File: src/rtl/control_sequencer.sv
// Decode/sequencing stage feeding the bus-control decoder. Accepts instruction
// bytes over valid/ready and emits one registered control word per cycle.
// Multi-cycle instructions (LDI and STORE) and HALT are sequenced by a small FSM.
module control_sequencer #(
  parameter int STORE_TIMEOUT = 15
) (
  input  logic       clk,
  input  logic       reset_in,
  input  logic [7:0] instr_data,
  input  logic       instr_valid,
  output logic       instr_ready,
  input  logic       mem_ack,
  output logic [3:0] MainAssert,
  output logic [3:0] MainLoad,
  output logic [1:0] LhsAssert,
  output logic [1:0] RhsAssert,
  output logic [1:0] alu_op,
  output logic [7:0] const_data,
  output logic       illegal_op,
  output logic       bus_error,
  output logic       halted
);

  typedef enum logic [2:0] {
    S_DECODE     = 3'd0,
    S_IMM        = 3'd1,
    S_IMM_MOVE   = 3'd2,
    S_STORE_WAIT = 3'd3,
    S_HALT       = 3'd4
  } state_t;

  state_t     state, state_nxt;
  logic [1:0] ldi_dst, ldi_dst_nxt;
  logic [7:0] cnt, cnt_nxt;
  logic [8:0] cnt_inc;
  logic       xfer;

  logic [3:0] main_assert_nxt, main_load_nxt;
  logic [1:0] lhs_nxt, rhs_nxt, alu_op_nxt;
  logic [7:0] const_nxt;
  logic       illegal_nxt, bus_error_nxt, halted_nxt;

  // Ready depends on state only so fetch never sees a combinational loop through valid.
  assign instr_ready = (state == S_DECODE) || (state == S_IMM);
  assign xfer        = instr_valid && instr_ready;
  assign cnt_inc     = {1'b0, cnt} + 9'd1;

  // Next-state and next control word; every word defaults to all-zero control.
  always_comb begin
    state_nxt       = state;
    ldi_dst_nxt     = ldi_dst;
    cnt_nxt         = cnt;
    main_assert_nxt = 4'd0;
    main_load_nxt   = 4'd0;
    lhs_nxt         = 2'd0;
    rhs_nxt         = 2'd0;
    alu_op_nxt      = 2'd0;
    const_nxt       = const_data;
    illegal_nxt     = 1'b0;
    bus_error_nxt   = 1'b0;
    halted_nxt      = halted;
    case (state)
      S_DECODE: begin
        if (xfer) begin
          casez (instr_data)
            8'b0011_1111: begin
              halted_nxt = 1'b1;
              state_nxt  = S_HALT;
            end
            8'b0000_????: begin
              // Same source and destination is a NOP: leave the word at zero.
              if (instr_data[3:2] != instr_data[1:0]) begin
                main_assert_nxt = {2'b00, instr_data[1:0]} + 4'd1;
                main_load_nxt   = {2'b00, instr_data[3:2]} + 4'd1;
              end
            end
            8'b01??_????: begin
              lhs_nxt         = instr_data[3:2];
              rhs_nxt         = instr_data[1:0];
              alu_op_nxt      = instr_data[5:4];
              main_assert_nxt = 4'd8;
              main_load_nxt   = {2'b00, instr_data[3:2]} + 4'd1;
            end
            8'b10??_0000: begin
              ldi_dst_nxt = instr_data[5:4];
              state_nxt   = S_IMM;
            end
            8'b11??_0000: begin
              main_assert_nxt = {2'b00, instr_data[5:4]} + 4'd1;
              main_load_nxt   = 4'd15;
              cnt_nxt         = 8'd0;
              state_nxt       = S_STORE_WAIT;
            end
            default: illegal_nxt = 1'b1;
          endcase
        end
      end
      S_IMM: begin
        if (xfer) begin
          main_load_nxt = 4'd5;
          const_nxt     = instr_data;
          state_nxt     = S_IMM_MOVE;
        end
      end
      S_IMM_MOVE: begin
        main_assert_nxt = 4'd5;
        main_load_nxt   = {2'b00, ldi_dst} + 4'd1;
        state_nxt       = S_DECODE;
      end
      S_STORE_WAIT: begin
        // Ack is checked first so a coincident timeout never raises bus_error.
        if (mem_ack) begin
          state_nxt = S_DECODE;
        end else if (cnt_inc >= 9'(STORE_TIMEOUT)) begin
          cnt_nxt       = cnt_inc[7:0];
          bus_error_nxt = 1'b1;
          state_nxt     = S_DECODE;
        end else begin
          cnt_nxt         = cnt_inc[7:0];
          main_assert_nxt = MainAssert;
          main_load_nxt   = MainLoad;
        end
      end
      S_HALT: begin
        halted_nxt = 1'b1;
      end
      default: state_nxt = S_DECODE;
    endcase
  end

  // State and registered control word; reset forces an all-zero word next cycle.
  always_ff @(posedge clk) begin
    if (reset_in) begin
      state      <= S_DECODE;
      ldi_dst    <= 2'd0;
      cnt        <= 8'd0;
      MainAssert <= 4'd0;
      MainLoad   <= 4'd0;
      LhsAssert  <= 2'd0;
      RhsAssert  <= 2'd0;
      alu_op     <= 2'd0;
      const_data <= 8'd0;
      illegal_op <= 1'b0;
      bus_error  <= 1'b0;
      halted     <= 1'b0;
    end else begin
      state      <= state_nxt;
      ldi_dst    <= ldi_dst_nxt;
      cnt        <= cnt_nxt;
      MainAssert <= main_assert_nxt;
      MainLoad   <= main_load_nxt;
      LhsAssert  <= lhs_nxt;
      RhsAssert  <= rhs_nxt;
      alu_op     <= alu_op_nxt;
      const_data <= const_nxt;
      illegal_op <= illegal_nxt;
      bus_error  <= bus_error_nxt;
      halted     <= halted_nxt;
    end
  end

endmodule
File: config.mk
export PLATFORM = sky130hd
export DESIGN_NAME = control_sequencer
export DESIGN_NICKNAME = d
export VERILOG_FILES = /design/src/rtl/control_sequencer.sv
export SDC_FILE = /design/constraint.sdc
export NUM_CORES = 1
export LEC_CHECK = 0
export CORE_MARGIN = 4
export CORE_UTILIZATION = 50
export DETAILED_ROUTE_END_ITERATION = 8
export PLACE_DENSITY = 0.77
export SETUP_SLACK_MARGIN = 0.02
export SYNTH_ARGS = -nofsm -noshare
export SYNTH_HDL_FRONTEND = slang
export SYNTH_SLANG_ARGS = --single-unit
File: constraint.sdc
create_clock -name clk -period 3.3 [get_ports clk]
set_clock_uncertainty 0.1 [all_clocks]
set_input_delay 0.495 -clock clk [delete_from_list [all_inputs] [get_ports clk]]
set_output_delay 0.495 -clock clk [all_outputs]
set_load 0.02 [all_outputs]
==> run summary, run 1 <==
Synth top cells by count -> 38 x dfxtp_1, 23 x nor2_1, 16 x a21oi_1
leakage -> 0.000946 uW
GP Congestion -> 0.900
pins over their slew limit -> 0
# port buffers -> 37
cell with the most instances after synthesis -> dfxtp_1
PnR worst setup slack -> 0.821 ns
post-route setup TNS -> 0 ns
pre-CTS WS -> 0.567 ns
DP Area -> 2420 um^2
Req. time, crit path -> 3.43 ns
syn_nets -> 258
Syn Inst Count -> 237
Num CTS Buffers -> 5
period utilization -> 75.1%
main combinational cell family by area after synthesis -> compound AO/OA/AOI/OAI gates
clk slew on worst S/H paths -> 0.06 ns
DRT Pass-1 Iters -> 4
Clock Latency Late Sink -> 0.29 ns
Fillers -> 363
Core ar. -> 3970 um^2
number of library cell types mapped by synthesis -> 55
Async SR Flop Fraction -> 0%
Simple-Gate Fraction of Synth Area -> 21.3%
vias in the first global route -> 1,683
adder-cell share of the synthesized area -> 5.50%
initial antenna violation count -> 0
Avg Vias per Cell -> 5.75
pwr/cell area -> 335 nW/um^2
Post-synth EDFFs -> 0
Reg area -> 761 um^2
nets -> 289
CP Class -> in2reg
final wirelength -> 4900 um
Worst Path Max Fanout -> 9
H-tree depth -> 2
first-pass GRT wire length -> 8210 um
final hold vios -> 0
CTS sink cnt -> 38
Ys Warns -> 0
Fmax achieved -> 403 MHz
CP Data Arrival Time -> 2.60 ns
hold_buf cts -> 0
# resized after CTS -> 0
area of the multi-input gates -> 1150 um^2
worst-case clock buffer depth -> 2
mapped cell area -> 2050 um^2
share of post-route cells with drive strength above 1 -> 4.48%
post-synthesis sequential area ratio -> 37.1%
min-delay worst type -> reg2reg
Die Width -> 72.0 um
top post-synthesis cells by area -> dfxtp_1 37%, ha_1 5.5%, mux2i_1 5.4%
DRC -> 0
Rows -> 23
Die Footprint -> 5180 um^2
GR Overflow Total -> 0
Final setup viols -> 0
Max VDD drop -> 0.185 mV
post-synthesis mux area share -> 5.93%
met2 Track Usage GR -> 30.1%
post-DR wirelength/cell -> 15.4 um
total power -> 835 uW
outcome -> completed
n_diodes -> 0
met3 Use GR -> 5.82%
largest net degree at the start of global routing -> 30
CTS root buffer -> clkbuf_8
post-synthesis compound-gate area fraction -> 22.8%
post-DP HPWL -> 3570 um
via count -> 1,827
Post-CTS Setup Bufs -> 0
Avg Cell Area, Syn -> 8.64 um^2
Most Crowded Layer GR -> met2
grt met1 use -> 27.1%
Synth Flop Type -> dfxtp_1
CP startpoint kind -> input port
CP endpoint kind -> flop
Slew headroom -> 64.1%
Initial Util -> 51.6%
CTS tree -> done
Worst-Margin Slew -> 0.525 ns
post-synth top area share -> 37.1%
Max-Cap Viols -> 0
min cycle time layout -> 2.48 ns
ANT nets after route -> 0
DR iter-0 viols -> 187
Ports -> 38
total track usage -> 20.3%
Finished Cell Area -> 2490 um^2
Area Overhead vs Synth -> 21.7%
Synth Area in XOR/XNOR -> 0.855%
Die Y -> 72.0 um
Synth Register Bits -> 38
RSZ-0062 raised after global routing -> no
post-synth top area cell -> dfxtp_1
## cell usage in the layout (no fill, tap or decap), types with 2 or more instances in the layout
cell type / Yosys / final
nand2b_1: 2 / 2
a21oi_1: 16 / 16
clkdlybuf4s50_1: 0 / 37
o221ai_1: 2 / 2
buf_4: 2 / 2
nand3_1: 6 / 6
a21boi_0: 2 / 2
a221oi_1: 2 / 2
o21ai_1: 2 / 2
clkbuf_1: 5 / 2
nand4_1: 2 / 2
ha_1: 9 / 9
dfxtp_1: 38 / 38
o21ai_0: 13 / 13
nor4b_2: 2 / 2
nand3b_1: 3 / 3
nor2_1: 23 / 23
and2_1: 7 / 7
clkbuf_8: 0 / 5
a22o_1: 4 / 4
a21o_1: 6 / 6
nor4_1: 2 / 2
a31oi_1: 2 / 2
and3_1: 3 / 3
o22a_1: 3 / 3
or3_1: 3 / 3
mux2i_1: 11 / 11
a211oi_1: 3 / 3
o211ai_1: 2 / 2
nor3b_1: 2 / 2
nand2_1: 9 / 9
inv_1: 14 / 14
nor3_1: 5 / 5
a22oi_1: 3 / 3
xnor2_1: 2 / 2
## logic make-up (layout without fill, tap and decap cells)
group	after synthesis	in the layout
muxes	12	12
and+or+nand+nor	77	77
buffers and inverters	29	60
adders and majority gates	9	9
xor gates and xnor gates	2	2
AOI/OAI and AO/OA	70	70
DFF	38	38
## state kept, by name, summed over array words and instances (netlist names)
name	cells
MainLoad	4
alu_op	2
ldi_dst	2
cnt	8
RhsAssert	2
state	3
MainAssert	4
illegal_op	1
const_data	8
bus_error	1
halted	1
LhsAssert	2
## critical path, cell delays in order
cell	delay, ns
clkdlybuf4s50_1	0.50
inv_1	0.14
ha_1	0.22
and4_1	0.38
nand3_1	0.11
a21o_1	0.29
or3_1	0.33
a21oi_1	0.14
## path summary, 6_finish.rpt
check                            from                  endpoint  slack [ns]  cells past startpoint
hold / removal    halted$_SDFFE_PP0P_       halted$_SDFFE_PP0P_        0.35                      2
hold reg to reg   halted$_SDFFE_PP0P_       halted$_SDFFE_PP0P_        0.35                      2
setup / recovery        instr_data[2]       cnt[1]$_SDFFE_PP0P_        0.82                      8
setup reg to reg  cnt[0]$_SDFFE_PP0P_  MainLoad[0]$_SDFFE_PP0P_        1.17                      6
## stage by stage
stage	hold slack [ns]	cells	util, %
final	0.349	318	62.8
after global routing	0.391	318	62.8
after CTS	0.358	318	62.8
after detailed placement	0.345	311	60.8
after global placement	0.334	311	60.8
after floorplan	0.365	237	-
## report_power, final
part / internal [uW] / total, uW / switching (uW)
combinational: 33.3 / 75.5 / 42.2
clock: 145 / 295 / 150
sequential: 462 / 464 / 1.70
total: 641 / 835 / 194
## area by class of cell
cell class                      count  share of cell area, %
Clock buffer                        7                   3.06
Sequential cell                    38                   30.5
Tap cell                           50                   2.51
Timing Repair Buffer               39                   15.5
Multi-Input combinational cell    170                   46.3
Inverter                           14                   2.11
## per-layer routing
metal  vias to the layer above  part of all wire, %
li1                        918                    -
met1                       826                   46
met2                        67                   45
met3                        16                  7.0
met4                         0                  2.6
met5                         -                    0
(Power assumes the default switching activity.)
==> run 2, diff against run 1 <==
clock period = 2.45 ns   (was 3.3 ns; I/O delays follow)
==> run summary, run 2 (synthesized netlist as in run 1, its figures left out) <==
outcome -> completed
leakage -> 0.00102 uW
via count -> 1,906
min cycle time layout -> 2.15 ns
Slew headroom -> 60.2%
DR iter-0 viols -> 257
first-pass GRT wire length -> 8470 um
DR top layer -> met4
pwr/cell area -> 475 nW/um^2
Req. time, crit path -> 2.54 ns
Die Footprint -> 5180 um^2
nets -> 300
hold_buf cts -> 0
most frequent cells in the layout -> 38 x dfxtp_1, 37 x clkdlybuf4s50_1, 23 x nor2_1, 16 x a21oi_1, 14 x inv_1
Final setup viols -> 0
commonest non-fill, non-tap cell in the layout -> dfxtp_1
post-DP HPWL -> 3650 um
CP max stage delay -> 0.39 ns
total power -> 1240 uW
Post-CTS Setup Bufs -> 0
DRC -> 0
DRT met1 WL -> 2310 um
final hold vios -> 0
RSZ-0062 raised after global routing -> no
# resized after CTS -> 0
n_diodes -> 0
share of post-route cells with drive strength above 1 -> 9.29%
largest registers -> cnt: 8 flops, const_data: 8 flops
Area Overhead vs Synth -> 27.4%
Fmax achieved -> 466 MHz
worst-case clock buffer depth -> 2
H-tree depth -> 2
pins over their slew limit -> 0
CP Data Arrival Time -> 2.23 ns
total track usage -> 20.4%
Max VDD drop -> 0.270 mV
Worst-Margin Slew -> 0.595 ns
GP Congestion -> 0.904
CTS root buffer -> clkbuf_8
vias in the first global route -> 1,839
Max-Cap Viols -> 0
Avg Vias per Cell -> 5.78
largest net degree at the start of global routing -> 19
Initial Util -> 51.6%
ANT nets after route -> 0
Critical Path, Cell by Cell -> inv_1, ha_1, o21bai_1, o21ai_0, a22o_1, o211a_1, a22o_1
Num CTS Buffers -> 5
GR Overflow Total -> 0
# port buffers -> 37
Core ar. -> 3970 um^2
Die Width -> 72.0 um
post-DR wirelength/cell -> 15.1 um
Die Y -> 72.0 um
min-delay worst type -> reg2reg
post-route setup TNS -> 0 ns
CTS tree -> done
WL met2 -> 2300 um
Ports -> 38
Worst Path Max Fanout -> 6
CP Class -> reg2reg
length of routed met3 wiring -> 311 um
Slowest-stage cell, CP -> dfxtp_1
Crit path top cell by count -> a22o_1
initial antenna violation count -> 0
Clock Latency Late Sink -> 0.29 ns
Rows -> 23
final wirelength -> 4970 um
DRT Pass-1 Iters -> 7
CTS sink cnt -> 38
CP startpoint kind -> flop
clk slew on worst S/H paths -> 0.07 ns
period utilization -> 87.6%
CP endpoint kind -> flop
-- run 2: layout make-up --
cell class	instances	area [um^2]
Fill cell	326	1360
Sequential cell	38	761
Timing Repair Buffer	50	468
Multi-Input combinational cell	170	1150
Clock buffer	8	110
Tap cell	50	62.6
Inverter	14	52.6
-- run 2: path summary, 6_finish.rpt --
path	startpoint	end	slack, ns	cells past startpoint
max	cnt[0]$_SDFFE_PP0P_	MainLoad[2]$_SDFFE_PP0P_	0.30	7
min	halted$_SDFFE_PP0P_	halted$_SDFFE_PP0P_	0.35	2
max reg2reg	cnt[0]$_SDFFE_PP0P_	MainLoad[2]$_SDFFE_PP0P_	0.30	7
min reg2reg	halted$_SDFFE_PP0P_	halted$_SDFFE_PP0P_	0.35	2
-- run 2: critical path, delay by kind of cell, from the launching register on --
family,cells,cell delay (ns)
buffers and inverters,1,0.10
flip-flops,1,0.39
AO/OA/AOI/OAI,5,1.14
adder cells (fa/ha/maj),1,0.31
-- run 2: per-stage QoR --
step,setup slack (ns),utilization (%),hold slack (ns),area (um^2),cells
after floorplan,0.531,-,0.365,2050,237
after global placement,0.165,62.9,0.334,2500,322
after detailed placement,0.108,62.9,0.339,2500,322
after CTS,0.329,65.7,0.357,2610,330
after global routing,0.170,65.7,0.391,2610,330
final,0.304,65.7,0.351,2610,330
-- run 2: per-layer routing --
layer | vias up | global-route usage, %
li1 | 941 | -
met1 | 884 | 27.2
met2 | 73 | 32.1
met3 | 8 | 3.88
met4 | 0 | 8.56
met5 | - | 0
-- run 2: report_power, final --
group          internal [uW]  leakage, uW  switching, uW
Clock                    284    0.0000575            216
Sequential               622     0.000307           2.25
Combinational           55.5     0.000654           59.5
Total                    962      0.00102            278
==> run 3, diff against run 2 <==
CORE_UTILIZATION = 52   (was 50)
PLACE_DENSITY = 0.8   (was 0.77)
==> run summary, run 3 (synthesized netlist as in run 1, its figures left out) <==
period utilization -> 87.9%
post-DP HPWL -> 3580 um
Cell Count Post-Placement -> 321
Core ar. -> 3740 um^2
Final setup viols -> 0
pins over their slew limit -> 0
largest registers -> cnt: 8 flops, const_data: 8 flops
Ports -> 38
Max VDD drop -> 0.529 mV
outcome -> completed
via count -> 1,851
total track usage -> 20.3%
RSZ-0062 raised after global routing -> no
Die Y -> 70.8 um
CTS tree -> done
CP startpoint kind -> flop
grt met1 use -> 28.6%
post-DR wirelength/cell -> 14.8 um
DRT Pass-1 Iters -> 4
# resized after CTS -> 0
CTS root buffer -> clkbuf_8
min cycle time layout -> 2.15 ns
Worst Path Max Fanout -> 10
Fmax achieved -> 464 MHz
H-tree depth -> 2
DRC -> 0
clk slew on worst S/H paths -> 0.08 ns
hold_buf cts -> 0
DP Area -> 2500 um^2
vias in the first global route -> 1,669
n_diodes -> 0
post-route setup TNS -> 0 ns
pwr/cell area -> 453 nW/um^2
worst-case clock buffer depth -> 2
met2 Track Usage GR -> 31.2%
post-route insts no fill -> 329
Clock Latency Late Sink -> 0.30 ns
DR iter-0 viols -> 151
CTS sink cnt -> 38
min-delay worst type -> reg2reg
CP Class -> reg2reg
largest net degree at the start of global routing -> 15
total power -> 1170 uW
commonest non-fill, non-tap cell in the layout -> dfxtp_1
GP Congestion -> 0.891
Fillers -> 324
GR Overflow Total -> 0
Finished Cell Area -> 2590 um^2
Area Overhead vs Synth -> 26.6%
WHS -> 0.356 ns
Most Crowded Layer GR -> met2
Die Footprint -> 5010 um^2
initial antenna violation count -> 0
Avg Vias per Cell -> 5.63
Rows -> 22
# port buffers -> 37
CP endpoint kind -> flop
Post-CTS Setup Bufs -> 0
share of post-route cells with drive strength above 1 -> 9.61%
final wirelength -> 4880 um
final hold vios -> 0
first-pass GRT wire length -> 8200 um
CP Data Arrival Time -> 2.24 ns
Req. time, crit path -> 2.54 ns
Max-Cap Viols -> 0
most frequent cells in the layout -> 38 x dfxtp_1, 37 x clkdlybuf4s50_1, 23 x nor2_1, 16 x a21oi_1
Initial Util -> 54.7%
ANT nets after route -> 0
nets -> 301
leakage -> 0.00101 uW
Slew headroom -> 64.1%
Num CTS Buffers -> 5
met3 Use GR -> 4.55%
Worst-Margin Slew -> 0.537 ns
Die Width -> 70.8 um
-- run 3: cell count changes in the layout (fill, tap and decap cells not counted), sizes merged --
cell      delta
clkinvlp     +1
clkinv       +2
clkbuf       -3
buf          +1
-- run 3: metal layers --
metal	wire [um]	up-vias
li1	-	944
met1	2320	854
met2	2250	47
met3	247	6
met4	60	0
met5	0	-
-- run 3: worst paths after layout --
check                                                 from                         end  slack [ns]  cells past startpoint
worst max-delay path                   cnt[0]$_SDFFE_PP0P_    MainLoad[2]$_SDFFE_PP0P_        0.30                      6
worst min-delay path            MainAssert[3]$_SDFFE_PP0P_  MainAssert[3]$_SDFFE_PP0P_        0.36                      1
worst max register to register         cnt[0]$_SDFFE_PP0P_    MainLoad[2]$_SDFFE_PP0P_        0.30                      6
worst min register to register  MainAssert[3]$_SDFFE_PP0P_  MainAssert[3]$_SDFFE_PP0P_        0.36                      1
-- run 3: layout make-up --
type / instances / area [um^2] / area share, %
Sequential cell: 38 / 761 / 29.3
Timing Repair Buffer: 51 / 475 / 18.3
Tap cell: 48 / 60.1 / 2.32
Clock inverter: 3 / 21.3 / 0.820
Inverter: 14 / 52.6 / 2.03
Multi-Input combinational cell: 170 / 1150 / 44.5
Clock buffer: 5 / 68.8 / 2.65
-- run 3: per-stage QoR --
stage | utilization [%] | worst slack [ns]
CTS | 69.3 | 0.306
global route | 69.3 | 0.161
detailed placement | 66.9 | 0.142
finish | 69.3 | 0.296
floorplan | - | 0.531
global placement | 66.9 | 0.172
-- run 3: critical path, stage by stage, from the launching register on --
cell	delay, ns
dfxtp_1	0.35
ha_1	0.32
and2b_1	0.30
nand3_1	0.11
a22o_1	0.30
o211a_1	0.31
a22o_1	0.25
-- run 3: report_power, final --
group | switching (uW) | internal [uW]
sequential | 2.28 | 622
combinational | 59.2 | 55.8
clock | 235 | 200
